--- config.mk ---
export PLATFORM = sky130hd
export DESIGN_NAME = multu_seq_flat
export DESIGN_NICKNAME = d
export VERILOG_FILES = /design/src/rtl/multu_seq_pkg.sv /design/src/rtl/multu_seq_if.sv /design/src/rtl/multu_seq_step.sv /design/src/rtl/multu_seq.sv /design/src/flat_wrapper.sv
export SDC_FILE = /design/constraint.sdc
export NUM_CORES = 1
export LEC_CHECK = 0
export ABC_AREA = 1
export BUFFER_PORTS_ARGS = -buffer_cell sky130_fd_sc_hd__buf_4
export CORE_AREA = 2 2 202 204
export DETAILED_ROUTE_END_ITERATION = 7
export DIE_AREA = 0 0 204 206
export HOLD_SLACK_MARGIN = 0.05
export MAX_ROUTING_LAYER = met4
export PLACE_DENSITY = 0.68
export RECOVER_POWER = 25
export SETUP_SLACK_MARGIN = 0.3
export SYNTH_ARGS = -nofsm -noshare
export SYNTH_HDL_FRONTEND = slang
export SYNTH_SLANG_ARGS = --single-unit
--- constraint.sdc ---
create_clock -name clk -period 1.9 [get_ports clk]
set_clock_uncertainty 0.05 [all_clocks]
set_input_delay 0.095 -clock clk [delete_from_list [all_inputs] [get_ports clk]]
set_output_delay 0.095 -clock clk [all_outputs]
set_load 0.01 [all_outputs]
--- src/rtl/multu_seq_pkg.sv ---
// Shared types and constants for the sequential unsigned multiplier.
package mult_pkg;

  typedef enum logic [1:0] {
    IDLE = 2'd0,
    RUN  = 2'd1,
    DONE = 2'd2
  } state_t;

  localparam int MULT_W     = 32;
  localparam int MULT_CNT_W = $clog2(MULT_W);

endpackage

--- src/rtl/multu_seq_if.sv ---
// Issue/result bundle between the EX-stage issuer and the multiplier.
interface multu_seq_if import mult_pkg::*; #(
  parameter int WIDTH = MULT_W
);

  logic                 start;
  logic                 flush;
  logic                 accumulate_in;
  logic [WIDTH-1:0]     op_a;
  logic [WIDTH-1:0]     op_b;
  logic                 busy;
  logic                 last;
  logic                 add_signal;
  logic [2*WIDTH-1:0]   product;

  modport master (
    output start, flush, accumulate_in, op_a, op_b,
    input  busy, last, add_signal, product
  );

  modport slave (
    input  start, flush, accumulate_in, op_a, op_b,
    output busy, last, add_signal, product
  );

endinterface

--- src/rtl/multu_seq_step.sv ---
// One radix-2 shift-add iteration; purely combinational.
module multu_step import mult_pkg::*; #(
  parameter int WIDTH = MULT_W
) (
  input  logic [2*WIDTH-1:0] acc,
  input  logic [2*WIDTH-1:0] mcand,
  input  logic [2*WIDTH-1:0] mplr,
  output logic [2*WIDTH-1:0] acc_nx,
  output logic [2*WIDTH-1:0] mcand_nx,
  output logic [2*WIDTH-1:0] mplr_nx
);

  // conditional add of the multiplicand, then shift both operands
  always_comb begin
    acc_nx   = acc;
    mcand_nx = {mcand[2*WIDTH-2:0], 1'b0};
    mplr_nx  = {1'b0, mplr[2*WIDTH-1:1]};
    if (mplr[0]) begin
      acc_nx = acc + mcand;
    end else begin
      acc_nx = acc;
    end
  end

endmodule

--- src/rtl/multu_seq.sv ---
// Iterative unsigned multiplier (MULTU/MADDU): FSM, counter and datapath registers.
module multu_seq import mult_pkg::*; #(
  parameter int WIDTH = MULT_W
) (
  input  logic        clk,
  input  logic        reset,
  multu_seq_if.slave  bus
);

  localparam int                CNT_W    = $clog2(WIDTH);
  localparam logic [CNT_W-1:0]  CNT_ONE  = CNT_W'(1);
  localparam logic [CNT_W-1:0]  CNT_LAST = CNT_W'(WIDTH - 1);

  state_t               state_r, state_nx;
  logic [CNT_W-1:0]     cnt_r;
  logic [2*WIDTH-1:0]   acc_r, mcand_r, mplr_r;
  logic [2*WIDTH-1:0]   acc_nx, mcand_nx, mplr_nx;
  logic [2*WIDTH-1:0]   product_r;
  logic                 acc_flag_r;
  logic                 busy_r, last_r, add_r;
  logic                 load_s, step_s, finish_s;

  multu_step #(.WIDTH(WIDTH)) u_step (
    .acc      (acc_r),
    .mcand    (mcand_r),
    .mplr     (mplr_r),
    .acc_nx   (acc_nx),
    .mcand_nx (mcand_nx),
    .mplr_nx  (mplr_nx)
  );

  // next-state and datapath control; flush outranks start
  always_comb begin
    state_nx = state_r;
    load_s   = 1'b0;
    step_s   = 1'b0;
    finish_s = 1'b0;
    case (state_r)
      IDLE: begin
        if (bus.start && !bus.flush) begin
          state_nx = RUN;
          load_s   = 1'b1;
        end else begin
          state_nx = IDLE;
        end
      end
      RUN: begin
        if (bus.flush) begin
          state_nx = IDLE;
        end else begin
          step_s = 1'b1;
          if (cnt_r == CNT_LAST) begin
            state_nx = DONE;
            finish_s = 1'b1;
          end else begin
            state_nx = RUN;
          end
        end
      end
      DONE:    state_nx = IDLE;
      default: state_nx = IDLE;
    endcase
  end

  // state, datapath and registered outputs; product only moves on entry to DONE
  always_ff @(posedge clk) begin
    if (reset) begin
      state_r    <= IDLE;
      cnt_r      <= {CNT_W{1'b0}};
      acc_r      <= {2*WIDTH{1'b0}};
      mcand_r    <= {2*WIDTH{1'b0}};
      mplr_r     <= {2*WIDTH{1'b0}};
      product_r  <= {2*WIDTH{1'b0}};
      acc_flag_r <= 1'b0;
      busy_r     <= 1'b0;
      last_r     <= 1'b0;
      add_r      <= 1'b0;
    end else begin
      state_r <= state_nx;
      if (load_s) begin
        acc_r      <= {2*WIDTH{1'b0}};
        mcand_r    <= {{WIDTH{1'b0}}, bus.op_a};
        mplr_r     <= {{WIDTH{1'b0}}, bus.op_b};
        cnt_r      <= {CNT_W{1'b0}};
        acc_flag_r <= bus.accumulate_in;
      end else if (step_s) begin
        acc_r   <= acc_nx;
        mcand_r <= mcand_nx;
        mplr_r  <= mplr_nx;
        cnt_r   <= cnt_r + CNT_ONE;
      end
      if (finish_s) begin
        product_r <= acc_nx;
      end
      busy_r <= (state_nx != IDLE);
      last_r <= finish_s;
      add_r  <= finish_s & acc_flag_r;
    end
  end

  assign bus.busy       = busy_r;
  assign bus.last       = last_r;
  assign bus.add_signal = add_r;
  assign bus.product    = product_r;

endmodule
--- src/flat_wrapper.sv ---
// flat-port wrapper written by rule: the top's interface ports become plain ports
module multu_seq_flat import mult_pkg::*;
#(
  parameter int WIDTH = MULT_W
)
  (clk, reset, bus_start, bus_flush, bus_accumulate_in, bus_op_a, bus_op_b, bus_busy, bus_last, bus_add_signal, bus_product);
  multu_seq_if #(.WIDTH(WIDTH)) bus_i ();
  input  logic clk;
  input  logic reset;
  input wire logic [$bits(bus_i.start)-1:0] bus_start;
  input wire logic [$bits(bus_i.flush)-1:0] bus_flush;
  input wire logic [$bits(bus_i.accumulate_in)-1:0] bus_accumulate_in;
  input wire logic [$bits(bus_i.op_a)-1:0] bus_op_a;
  input wire logic [$bits(bus_i.op_b)-1:0] bus_op_b;
  output wire logic [$bits(bus_i.busy)-1:0] bus_busy;
  output wire logic [$bits(bus_i.last)-1:0] bus_last;
  output wire logic [$bits(bus_i.add_signal)-1:0] bus_add_signal;
  output wire logic [$bits(bus_i.product)-1:0] bus_product;
  assign bus_i.start = bus_start;
  assign bus_i.flush = bus_flush;
  assign bus_i.accumulate_in = bus_accumulate_in;
  assign bus_i.op_a = bus_op_a;
  assign bus_i.op_b = bus_op_b;
  assign bus_busy = bus_i.busy;
  assign bus_last = bus_i.last;
  assign bus_add_signal = bus_i.add_signal;
  assign bus_product = bus_i.product;
  multu_seq #(.WIDTH(WIDTH)) u_core (.clk(clk), .reset(reset), .bus(bus_i));
endmodule
==> metrics.md, run 1 <==
| Metric | Value |
|---|---|
| Status | complete, but fails checks |
| Failing checks | negative setup slack |
| Sequential share of the synthesized area | 29.8% |
| Synthesized cell area | 15800 um2 |
| Reported max-cap violation count | 0 |
| Placed instance count | 3627 |
| Worst-path cell chain | ha_4 -> buf_6 -> nand2_2 -> nand2_2 -> nand2_1 -> nand2_1 -> nand2_1 -> nand2_2 -> buf_4 -> buf_4 -> o21ai_0 -> nand3b_1 -> o21ai_1 -> o21ai_1 -> inv_1 |
| Number of iterations in the first detailed-routing pass | 5 |
| Main area contributors after synthesis | dfxtp_1 (30%), nand2_1 (24%), inv_1 (12%) |
| Share of the synthesized area in the top cell type | 29.8% |
| Leakage power | 13.3 nW |
| Synth async-reset ratio | 0% |
| All-layer global routing usage | 30.6% |
| Synthesis-to-layout area growth | 64.3% |
| Inserted Clock Buffers | 28 |
| Sum Neg Setup Slack | -26900 ps |
| Worst hold slack after final layout | 69.8 ps |
| Final setup slack of the worst path | -414 ps |
| Most used flip-flop cell after synthesis | dfxtp_1 |
| Wire length of the first global-routing pass | 97800 um |
| Initial DRC Count | 1398 |
| Total wire length | 64800 um |
| Nets | 3406 |
| Worst path bufs/invs | 4 |
| Critical path class | reg -> reg |
| Dominant cell by count in the synthesized netlist | nand2_1 |
| Launching element type of the critical path | flip-flop |
| Final count of pins violating max slew | 0 |
| Number of input and output port buffers inserted | 135 |
| Number of diodes added for antenna fixing | 0 |
| Yosys top cell by area | dfxtp_1 |
| Largest vdd supply drop | 995 uV |
| Rel. slew slack | 58.9% |
| Clock transition at the registers of the reported paths | 60 ps |
| Period utilisation layout | 122% |
| Number of sinks driven by the clock tree | 235 |
| Worst skew pair latency | 600 ps |
| Pin count of the biggest net entering global routing | 79 |
| Area of the die | 42000 um2 |
| Final setup fails | 124 |
| Power share of the sequential group | 40.6% |
| Count of unique library cells instantiated by Yosys | 43 |
| Final Hold Fails | 0 |
| Total cell area at the placement stage | 20800 um2 |
| DRT antenna net count | 0 |
| Via count | 18900 |
| Average cell area after synthesis | 5.78 um2 |
| Actual slew at the worst max-slew pin | 617 ps |
| Remaining Overflow, GRT | 0 |
| Power density of the placed cells | 491 nW/um2 |
| RSZ-0062 raised after global routing | true |
| Die span in x | 204 um |
| Post-synth EDFFs | 0 |
| Switching power total | 3.40 mW |
| Int Pwr | 9.32 mW |
| Detailed placer's ending HPWL | 45100 um |
| Effective utilization at floorplan | 39.2% |
| Via count normalized by instance count | 4.94 |
| Min Clock Period, post-route | 2310 ps |
| TritonCTS clock tree | done |
| Top achievable clock speed | 0.432 GHz |
| Required time at the endpoint of the critical path | 2380 ps |
| Maximum net fanout on the critical path | 3 |
| RePlAce Congestion | 0.985 |
| CP delay by family, top | simple AND/OR/NAND/NOR gates |
| Clock H-tree levels | 1 |
| Endpoint type of the worst setup path | flip-flop |
| Top Ports | 136 |
| Initial antenna violation count | 0 |
| Layout cells sized above 1 | 40.0% |
| Cells after synthesis | 2728 |
| Switching power as a share of total power | 26.7% |
| Slowest Stage Delay on Critical Path | 360 ps |
| CTS Buffer Depth | 3 |
| Number of design rule violations left after detail routing | 0 |
| Core outline area | 40200 um2 |
| Library cell used as clock root buffer | clkbuf_16 |
| Final routed wire length divided by cell count | 16.9 um |
| Flip-flop and latch count after synthesis | 235 |
| Number of global-route vias before repair | 17900 |
| Gate power share | 13.9% |
| Relative contribution of the clock network to total power | 45.5% |
| Number of cells in the finished layout apart from fillers | 3825 |
| Row cnt | 74 |
| Worst min-delay path category | in -> reg |
| Data arrival at the endpoint of the critical path | 2800 ps |
| Synthesized netlist net count | 2863 |
| Top post-synthesis cells by count | nand2_1 (997), inv_1 (498), nor2_1 (313), dfxtp_1 (235), nand3_1 (171) |
| Die height | 206 um |
| Cell type of the slowest stage on the worst timing path | dfxtp_4 |
| Filler cells | 3572 |
| Non-Filler Cell Area, Final | 25900 um2 |
| Count of warnings emitted by yosys | 0 |
[cells by family (layout without fill, tap and decap cells)]
| logic type | after synthesis | in the layout | share of synthesized area (%) |
|---|---|---|---|
| fa+ha+maj | 66 | 66 | 5.28 |
| buf+inv | 599 | 1164 | 14.5 |
| flops | 235 | 235 | 29.8 |
| compound gates | 241 | 241 | 8.71 |
| simple gates | 1562 | 1562 | 40.2 |
| xor+xnor | 25 | 25 | 1.39 |
[layout by cell type (no fill, tap or decap), types with 60 or more instances in the layout]
master | netlist | layout
a21oi_1 | 95 | 65
buf_4 | 1 | 422
dfxtp_1 | 235 | 119
dfxtp_2 | 0 | 95
dlygate4sd3_1 | 0 | 68
ha_4 | 0 | 63
inv_1 | 498 | 432
inv_2 | 6 | 60
nand2_1 | 997 | 739
nand2_2 | 12 | 173
nand2_4 | 0 | 88
nand3_1 | 171 | 102
nand3_2 | 10 | 68
nor2_1 | 313 | 247
[power by group through the flow]
stage | Sequential, mW | Clock (mW) | Combinational (mW)
floorplan | 5.25 | 0 | 0.753
finish | 5.17 | 5.78 | 1.77
detailed placement | 5.28 | 0 | 1.34
global route | 5.17 | 6.11 | 1.89
CTS | 5.16 | 5.92 | 1.61
global placement | 5.28 | 0 | 1.32
[per-layer routing]
metal | track usage, % | wire length, um
met1 | 41.5 | 30000
met5 | - | 0
met2 | 47.3 | 29000
met4 | 8.90 | 1700
met3 | 4.68 | 4100
[per-stage QoR]
| stage | util [%] | power, mW | setup WS, ps |
|---|---|---|---|
| 6_report | 64.5 | 12.7 | -414 |
| 5_1_grt | 64.5 | 13.2 | -489 |
| 4_1_cts | 60.9 | 12.7 | -268 |
| 3_5_place_dp | 51.8 | 6.62 | -480 |
| 3_3_place_gp | 51.8 | 6.60 | -466 |
| 2_1_floorplan | - | 6.00 | -18.4 |
[tightest hold or removal path: stages]
cell      delay (ps)
buf_4            100
nor2_4            50
nand2_4          110
inv_8             90
o211ai_1         160
inv_1             40
[flip-flops by register name (all words and copies together), names as in the netlist]
register and cells:
u_core.mcand_r 64, u_core.state_r 2, u_core.cnt_r 5, u_core.bus.busy 1, u_core.acc_flag_r 1, u_core.bus.last 1, u_core.bus.product 64, u_core.bus.add_signal 1
u_core.acc_r 64, u_core.mplr_r 32
[worst paths after layout]
| path | start | slack (ps) | depth (start not counted) | end |
|---|---|---|---|---|
| hold reg to reg | u_core.mplr_r[17] | 430 | 2 | u_core.mplr_r[17] |
| hold / removal | bus_flush | 70 | 6 | u_core.acc_r[24] |
| setup reg to reg | u_core.acc_r[5] | -410 | 15 | u_core.acc_r[12] |
| setup / recovery | u_core.acc_r[5] | -410 | 15 | u_core.acc_r[12] |
[area by class of cell]
class / count / area (um2) / share of cell area [%]
flip-flops and latches: 235 / 4900 / 18.9
well taps: 532 / 666 / 2.57
multi-input cells: 1894 / 12300 / 47.3
repair buffers: 608 / 5180 / 20.0
clock inverters: 11 / 184 / 0.710
inverters: 504 / 1940 / 7.49
clock buffers: 41 / 790 / 3.05
[repair_timing]
action / 4_1_cts / 5_1_grt
buffers inserted: 34 / 38
gates cloned: 5 / 1
pin swaps: 119 / 172
hold endpoints to repair: 80 / 0
hold buffers: 68 / 0
endpoints found under the setup margin: 217 / 152
resized for setup: 478 / 348
Note: power is estimated with default switching activity, not from simulation.
==> run 2, diff against run 1 <==
--- a/config.mk
+++ b/config.mk
@@ -5,14 +5,13 @@
 export SDC_FILE = /design/constraint.sdc
 export NUM_CORES = 1
 export LEC_CHECK = 0
-export ABC_AREA = 1
 export BUFFER_PORTS_ARGS = -buffer_cell sky130_fd_sc_hd__buf_4
-export CORE_AREA = 2 2 202 204
+export CORE_AREA = 2 2 182 184
 export DETAILED_ROUTE_END_ITERATION = 7
-export DIE_AREA = 0 0 204 206
+export DIE_AREA = 0 0 184 186
 export HOLD_SLACK_MARGIN = 0.05
 export MAX_ROUTING_LAYER = met4
-export PLACE_DENSITY = 0.68
+export PLACE_DENSITY = 0.66
 export RECOVER_POWER = 25
 export SETUP_SLACK_MARGIN = 0.3
 export SYNTH_ARGS = -nofsm -noshare
==> constraint.sdc (replaced) <==
create_clock -name clk -period 2.6 [get_ports clk]
set_clock_uncertainty 0.05 [all_clocks]
set_input_delay 0.13 -clock clk [delete_from_list [all_inputs] [get_ports clk]]
set_output_delay 0.13 -clock clk [all_outputs]
set_load 0.01 [all_outputs]
==> metrics.md, run 2 <==
| Metric | Value |
|---|---|
| Die span in x | 184 um (-9.8%) |
| CTS Buffer Depth | 3 (unchanged) |
| Top Ports | 136 (unchanged) |
| Average cell area after synthesis | 8.10 um2 (+40%) |
| Number of sinks driven by the clock tree | 235 (unchanged) |
| RePlAce Congestion | 0.934 (-5.2%) |
| Data arrival at the endpoint of the critical path | 3710 ps (+910 ps) |
| Detailed placer's ending HPWL | 29300 um (-35%) |
| Sequential share of the synthesized area | 36.9% (+7.1 points) |
| Number of input and output port buffers inserted | 135 (unchanged) |
| Power density of the placed cells | 435 nW/um2 (-11%) |
| Synthesis-to-layout area growth | 56.4% |
| Count of warnings emitted by yosys | 0 (unchanged) |
| Core outline area | 32200 um2 (-20%) |
| Launching element type of the critical path | flip-flop |
| Required time at the endpoint of the critical path | 3010 ps (+630 ps) |
| Final setup fails | 101 (-19%) |
| Remaining Overflow, GRT | 0 (unchanged) |
| Hold depth | 4 (-2) |
| Worst hold slack after final layout | 84.5 ps (+14.6 ps) |
| Clock H-tree levels | 1 (unchanged) |
| Cells after synthesis | 1573 (-42%) |
| Final routed wire length divided by cell count | 19.0 um (+12%) |
| Actual slew at the worst max-slew pin | 819 ps (+202 ps) |
| Failing checks | design-rule violations, negative setup slack |
| RSZ-0062 raised after global routing | true |
| Largest vdd supply drop | 496 uV (-50%) |
| Worst min-delay path category | in -> reg |
| Overall power consumption | 8.68 mW (-32%) |
| Worst-path cell chain | ha_1 -> buf_4 -> nand2_1 -> o21ai_1 -> a2bb2oi_4 -> a21oi_4 -> o21bai_4 -> o41ai_4 -> buf_4 -> a211oi_4 -> buf_6 -> o21ai_4 -> xnor2_2 -> a2111oi_2 |
| Wire length of the first global-routing pass | 70300 um (-28%) |
| Total wire length | 46900 um (-28%) |
| Endpoint type of the worst setup path | flip-flop |
| Non-Filler Cell Area, Final | 19900 um2 (-23%) |
| Commonest cells after routing, fill and taps aside | buf_4 (384), dfxtp_1 (215), nand2_1 (195) |
| Number of global-route vias before repair | 13800 (-23%) |
| Inserted Clock Buffers | 27 (-3.6%) |
| Post-synth EDFFs | 0 (unchanged) |
| Most used flip-flop cell after synthesis | dfxtp_1 |
| Final setup slack of the worst path | -700 ps (-287 ps) |
| Critical Path Stages | 14 (-1) |
| Clock transition at the registers of the reported paths | 70 ps (about the same) |
| Sum Neg Setup Slack | -38170 ps (-11280 ps) |
| Final Hold Fails | 0 (unchanged) |
| Number of diodes added for antenna fixing | 0 (unchanged) |
| Number of iterations in the first detailed-routing pass | 8 (+3) |
| Count of unique library cells instantiated by Yosys | 66 (+53%) |
| Placed instance count | 2284 (-37%) |
| Effective utilization at floorplan | 39.6% (+0.31 points) |
| Top achievable clock speed | 0.303 GHz (-30%) |
| Cell seen most often among critical-path stages | buf_4 |
| DRT antenna net count | 0 (unchanged) |
| Slowest Stage Delay on Critical Path | 450 ps (+90 ps) |
| Number of cells in the finished layout apart from fillers | 2471 (-35%) |
| Critical path class | reg -> reg |
| Synthesized cell area | 12700 um2 (-19%) |
| Worst skew pair latency | 580 ps (-20 ps) |
| Via count normalized by instance count | 5.79 (+17%) |
| TritonCTS clock tree | done |
| CP delay by family, top | compound AO/OA/AOI/OAI gates |
| Leakage power | 7.99 nW (-40%) |
| Maximum net fanout on the critical path | 7 (+4) |
| All-layer global routing usage | 26.0% (-4.6 points) |
| Pin count of the biggest net entering global routing | 98 (+24%) |
| Flip-flop and latch count after synthesis | 235 (unchanged) |
| Share of the synthesized area in the top cell type | 36.9% (+7.1 points) |
| Synth async-reset ratio | 0% (unchanged) |
| Via count | 14300 (-24%) |
| Total cell area at the placement stage | 16300 um2 (-22%) |
| Period utilisation layout | 127% (+5.2 points) |
| Rel. slew slack | 45.4% (-13 points) |
| Final count of pins violating max slew | 0 (unchanged) |
| Synthesized netlist net count | 1708 (-40%) |
| Filler cells | 2543 (-29%) |
| Cell type of the slowest stage on the worst timing path | o21ai_1 |
| Yosys top cell by area | dfxtp_1 |
| Reported max-cap violation count | 0 (unchanged) |
| Number of design rule violations left after detail routing | 19 (+19) |
| Status | complete, but fails checks |
| Worst path bufs/invs | 3 (-1) |
| Layout cells sized above 1 | 36.1% (-3.9 points) |
| Nets | 2177 (-36%) |
| Dominant cell by count in the synthesized netlist | dfxtp_1 |
| Die height | 186 um (-9.7%) |
| Main area contributors after synthesis | dfxtp_1 (37%), a21oi_1 (6.8%), ha_1 (6.4%) |
| Top post-synthesis cells by count | dfxtp_1 (235), nand2_1 (204), nor2_1 (197), a21oi_1 (172), clkbuf_1 (110) |
| Initial DRC Count | 1500 (+7.3%) |
| Library cell used as clock root buffer | clkbuf_16 |
| Area of the die | 34200 um2 (-19%) |
| Most frequent standard cell in the layout excluding fill and tap cells | buf_4 |
| Row cnt | 66 (-11%) |
| Depth of the most critical reg-to-reg path | 14 (-1) |
| Min Clock Period, post-route | 3300 ps (+987 ps) |
| Initial antenna violation count | 0 (unchanged) |
-- run 2: worst register-to-register path: stages, from the launching register on --
cell and delay, ps:
dfxtp_1 330, ha_1 340, buf_4 190, nand2_1 110
o21ai_1 450, a2bb2oi_4 140, a21oi_4 200, o21bai_4 130
o41ai_4 260, buf_4 190, a211oi_4 60, buf_6 160
o21ai_4 180, xnor2_2 100, a2111oi_2 310
-- run 2: timing repair --
item,4_1_cts,5_1_grt
endpoints found under the hold margin,65,0
pin swaps,99,94
buffers inserted,40,31
hold buffers,66,0
resized for setup,143,179
endpoints found under the setup margin,110,119
-- run 2: power breakdown --
group	internal [mW]	leakage, nW	switching (mW)	total, mW
Combinational	0.414	5.61	0.435	0.848
Clock	2.44	0.461	1.67	4.11
Sequential	3.66	1.91	0.0589	3.72
Total	6.52	7.99	2.16	8.68
-- run 2: layout make-up --
class / instances / area (um2) / area share (%)
timing repair buffer: 566 / 4530 / 22.7
clock inverter: 14 / 198 / 0.992
sequential: 235 / 4740 / 23.8
multi-input combinational: 1194 / 9140 / 45.9
clock buffer: 36 / 751 / 3.77
tap: 408 / 510 / 2.56
inverter: 18 / 67.6 / 0.339
-- run 2: stage by stage --
stage | utilization [%] | setup slack (ps)
after floorplan | - | -321
after global routing | 61.9 | -789
after CTS | 58.9 | -516
after detailed placement | 50.7 | -610
final | 61.9 | -700
after global placement | 50.7 | -562
-- run 2: worst paths after layout --
check / from / endpoint / slack, ps
worst max register to register: u_core.acc_r[11] / u_core.bus.product[61] / -700
worst min-delay path: reset / u_core.acc_r[58] / 80
worst min register to register: u_core.acc_flag_r / u_core.bus.add_signal / 410
worst max-delay path: u_core.acc_r[11] / u_core.bus.product[61] / -700
-- run 2: cells by family (layout without fill, tap and decap cells) --
group / count (synthesis) / after routing / share of synthesized area (%)
AND/OR/NAND/NOR: 533 / 533 / 18.1
AO/OA/AOI/OAI: 489 / 489 / 26.4
flip-flops: 235 / 235 / 36.9
buffers and inverters: 144 / 634 / 4.30
adder cells (fa/ha/maj): 66 / 66 / 6.54
XOR/XNOR: 62 / 62 / 4.26
multiplexers: 44 / 44 / 3.47
-- run 2: routing by layer --
layer | GRT usage [%] | wire length (um)
met1 | 32.3 | 19200
met3 | 3.13 | 3190
met4 | 10.3 | 2030
met2 | 43.4 | 22500
met5 | - | 0
==> run 3, diff against run 2 <==
--- a/config.mk
+++ b/config.mk
@@ -6,9 +6,9 @@
 export NUM_CORES = 1
 export LEC_CHECK = 0
 export BUFFER_PORTS_ARGS = -buffer_cell sky130_fd_sc_hd__buf_4
-export CORE_AREA = 2 2 182 184
+export CORE_AREA = 2 2 199 201
 export DETAILED_ROUTE_END_ITERATION = 7
-export DIE_AREA = 0 0 184 186
+export DIE_AREA = 0 0 201 203
 export HOLD_SLACK_MARGIN = 0.05
 export MAX_ROUTING_LAYER = met4
 export PLACE_DENSITY = 0.66
@@ -16,4 +16,5 @@
 export SETUP_SLACK_MARGIN = 0.3
 export SYNTH_ARGS = -nofsm -noshare
 export SYNTH_HDL_FRONTEND = slang
+export SYNTH_HIERARCHICAL = 1
 export SYNTH_SLANG_ARGS = --single-unit
==> metrics.md, run 3 <==
| Metric | Value |
|---|---|
| Rel. slew slack | 49.3% (+3.9 points) |
| CTS Buffer Depth | 3 (unchanged) |
| Clock transition at the registers of the reported paths | 60 ps (about the same) |
| TritonCTS clock tree | done |
| Count of unique library cells instantiated by Yosys | 76 (+15%) |
| Leakage power | 8.52 nW (+6.7%) |
| Cells after synthesis | 1959 (+25%) |
| Number of input and output port buffers inserted | 135 (unchanged) |
| Total wire length | 47100 um (+0.48%) |
| Data arrival at the endpoint of the critical path | 3680 ps (-30 ps) |
| Top Ports | 136 (unchanged) |
| Share of the synthesized area in the top cell type | 34.7% (-2.2 points) |
| Met2 capacity usage during global routing | 38.1% (-5.2 points) |
| Launching element type of the critical path | flip-flop |
| Area of combinational cells with multiple inputs | 9530 um2 (+4.3%) |
| Synthesized-area fraction occupied by and/or/nand/nor cells | 16.1% (-2.0 points) |
| RSZ-0062 raised after global routing | true |
| Via count normalized by instance count | 5.32 (-8.1%) |
| Reported max-cap violation count | 0 (unchanged) |
| DRT antenna net count | 0 (unchanged) |
| Routing usage on met1 | 27.7% (-4.6 points) |
| Combinational family with the most area after synthesis | compound AO/OA/AOI/OAI gates |
| Average cell area after synthesis | 7.83 um2 (-3.3%) |
| Filler cells | 3420 (+34%) |
| Final count of pins violating max slew | 0 (unchanged) |
| Pin count of the biggest net entering global routing | 90 (-8.2%) |
| Worst min-delay path category | in -> reg |
| Remaining Overflow, GRT | 0 (unchanged) |
| Effective utilization at floorplan | 39.9% (+0.32 points) |
| Number of design rule violations left after detail routing | 0 (-19) |
| Worst skew pair latency | 570 ps (about the same) |
| Actual slew at the worst max-slew pin | 761 ps (-58.1 ps) |
| Footprint of the flip-flops and latches | 5360 um2 (+13%) |
| Row cnt | 72 (+9.1%) |
| Initial DRC Count | 882 (-41%) |
| Yosys top cell by area | dfxtp_1 |
| Failing checks | negative setup slack |
| Synth async-reset ratio | 0% (unchanged) |
| Min Clock Period, post-route | 3290 ps (-6.20 ps) |
| Total cell area at the placement stage | 17900 um2 (+10%) |
| Final Hold Fails | 0 (unchanged) |
| Non-Filler Cell Area, Final | 21000 um2 (+5.3%) |
| Critical path class | reg -> reg |
| Proportion of synthesized area in mux cells | 3.80% (+0.33 points) |
| Adder and majority gate portion of the synthesized area | 5.43% (-1.1 points) |
| Top achievable clock speed | 0.304 GHz (+0.19%) |
| Top post-synthesis cells by count | nand2_1 (441), a21oi_1 (337), dfxtp_1 (266), buf_4 (136), inv_1 (83) |
| Final routed wire length divided by cell count | 16.9 um (-11%) |
| Nets | 2385 (+9.6%) |
| Period utilisation layout | 127% (-0.24 points) |
| Maximum net fanout on the critical path | 4 (-3) |
| Inserted Clock Buffers | 29 (+7.4%) |
| Most frequent standard cell in the layout excluding fill and tap cells | nand2_1 |
| Core outline area | 38500 um2 (+19%) |
| Final Util | 54.5% (-7.3 points) |
| Commonest cells after routing, fill and taps aside | nand2_1 (376), buf_4 (350), a21oi_1 (266) |
| Sequential share of the synthesized area | 34.7% (-2.2 points) |
| Number of iterations in the first detailed-routing pass | 5 (-3) |
| Layout cells sized above 1 | 34.3% (-1.8 points) |
| Required time at the endpoint of the critical path | 2990 ps (-20 ps) |
| Final setup slack of the worst path | -694 ps (+6.20 ps) |
| GR peak layer | met2 |
| Endpoint type of the worst setup path | flip-flop |
| Synthesized cell area | 15300 um2 (+20%) |
| Post-synth EDFFs | 0 (unchanged) |
| Most used flip-flop cell after synthesis | dfxtp_1 |
| RePlAce Congestion | 0.908 (-2.8%) |
| Die span in x | 201 um (+9.2%) |
| Flip-flop and latch count after synthesis | 266 (+13%) |
| Initial antenna violation count | 2 (+2) |
| Die height | 203 um (+9.1%) |
| All-layer global routing usage | 22.5% (-3.5 points) |
| Status | complete, but fails checks |
| Synthesis-to-layout area growth | 36.8% |
| Xor/xnor share of the synthesized area | 3.08% (-1.2 points) |
| Detailed placer's ending HPWL | 30000 um (+2.3%) |
| Dominant cell by count in the synthesized netlist | nand2_1 |
| Fraction of met3 tracks used by global routing | 2.94% (-0.19 points) |
| Wire length of the first global-routing pass | 74700 um (+6.3%) |
| Count of warnings emitted by yosys | 6 (+6) |
| Main area contributors after synthesis | dfxtp_1 (35%), a21oi_1 (11%), nand2_1 (11%) |
| Share of the synthesized area in compound gates (AO/OA/AOI/OAI) | 24.3% (-2.1 points) |
| Clock H-tree levels | 1 (unchanged) |
| Library cell used as clock root buffer | clkbuf_16 |
| Number of global-route vias before repair | 14800 (+7.5%) |
| Area of the die | 40800 um2 (+19%) |
| Power density of the placed cells | 461 nW/um2 (+5.8%) |
| Number of sinks driven by the clock tree | 266 (+13%) |
| Via count | 14900 (+3.8%) |
| Largest vdd supply drop | 426 uV (-14%) |
| Final setup fails | 104 (+3.0%) |
-- run 3: layer usage --
metal,up-vias,routed length [um]
li1,7231,-
met1,7160,20800
met2,374,23000
met3,90,2160
met4,0,1170
met5,-,0
-- run 3: worst paths after layout --
path                     start                endpoint  slack (ps)  cells after the start
min reg2reg  u_core/mplr_r[57]       u_core/mplr_r[56]         400                      2
max          u_core/mcand_r[0]  u_core/bus.product[42]        -690                     15
min          bus_accumulate_in       u_core/acc_flag_r         320                      4
max reg2reg  u_core/mcand_r[0]  u_core/bus.product[42]        -690                     15
-- run 3: logic make-up (layout without fill, tap and decap cells) --
kind of cell | after synthesis | count (layout)
multiplexers | 52 | 52
AO/OA/AOI/OAI | 585 | 585
other | 1 | 4
XOR/XNOR | 54 | 54
flip-flops | 266 | 266
buffers and inverters | 344 | 654
adder cells (fa/ha/maj) | 66 | 66
AND/OR/NAND/NOR | 591 | 591
-- run 3: area by class of cell --
cell class	count	area share, %
repair buffers	519	19.7
multi-input cells	1350	45.4
well taps	518	3.09
clock inverters	8	0.757
inverters	84	1.50
diodes	2	0.0239
clock buffers	43	3.95
flip-flops and latches	266	25.5
-- run 3: repair_timing --
| action | 4_1_cts | 5_1_grt |
|---|---|---|
| endpoints found under the setup margin | 109 | 121 |
| hold buffers | 67 | 0 |
| setup buffers | 35 | 7 |
| hold endpoints to repair | 81 | 0 |
| pin swaps | 34 | 52 |
| gates cloned | 0 | 1 |
| resized for setup | 185 | 121 |
-- run 3: worst max-delay path, cell delays in order (launching register included) --
cell      delay [ps]
dfxtp_2          350
ha_4             140
fa_2             210
a211o_1          150
o211ai_1         120
a2111o_1         480
a21oi_4          240
buf_6            140
a31oi_4          100
buf_6            150
or2_4            240
o31a_1           260
xnor2_1          130
mux2_4           270
nand2_2           70
a21oi_2           50
-- run 3: power breakdown --
part           total (mW)  switching, mW  internal, mW
Combinational        1.09          0.548         0.538
Clock                4.32           1.73          2.59
Sequential           4.26         0.0882          4.17
-- run 3: stage by stage --
stage / hold WS (ps) / worst slack (ps) / setup TNS, ps / instances / power (mW)
2_1_floorplan: 224 / -395 / -9250 / 1960 / 4.97
3_3_place_gp: 314 / -677 / -37210 / 2627 / 5.21
3_5_place_dp: 326 / -749 / -41180 / 2627 / 5.23
4_1_cts: 294 / -599 / -39180 / 2780 / 9.70
5_1_grt: 323 / -823 / -57930 / 2790 / 9.98
6_report: 324 / -694 / -45460 / 2790 / 9.66
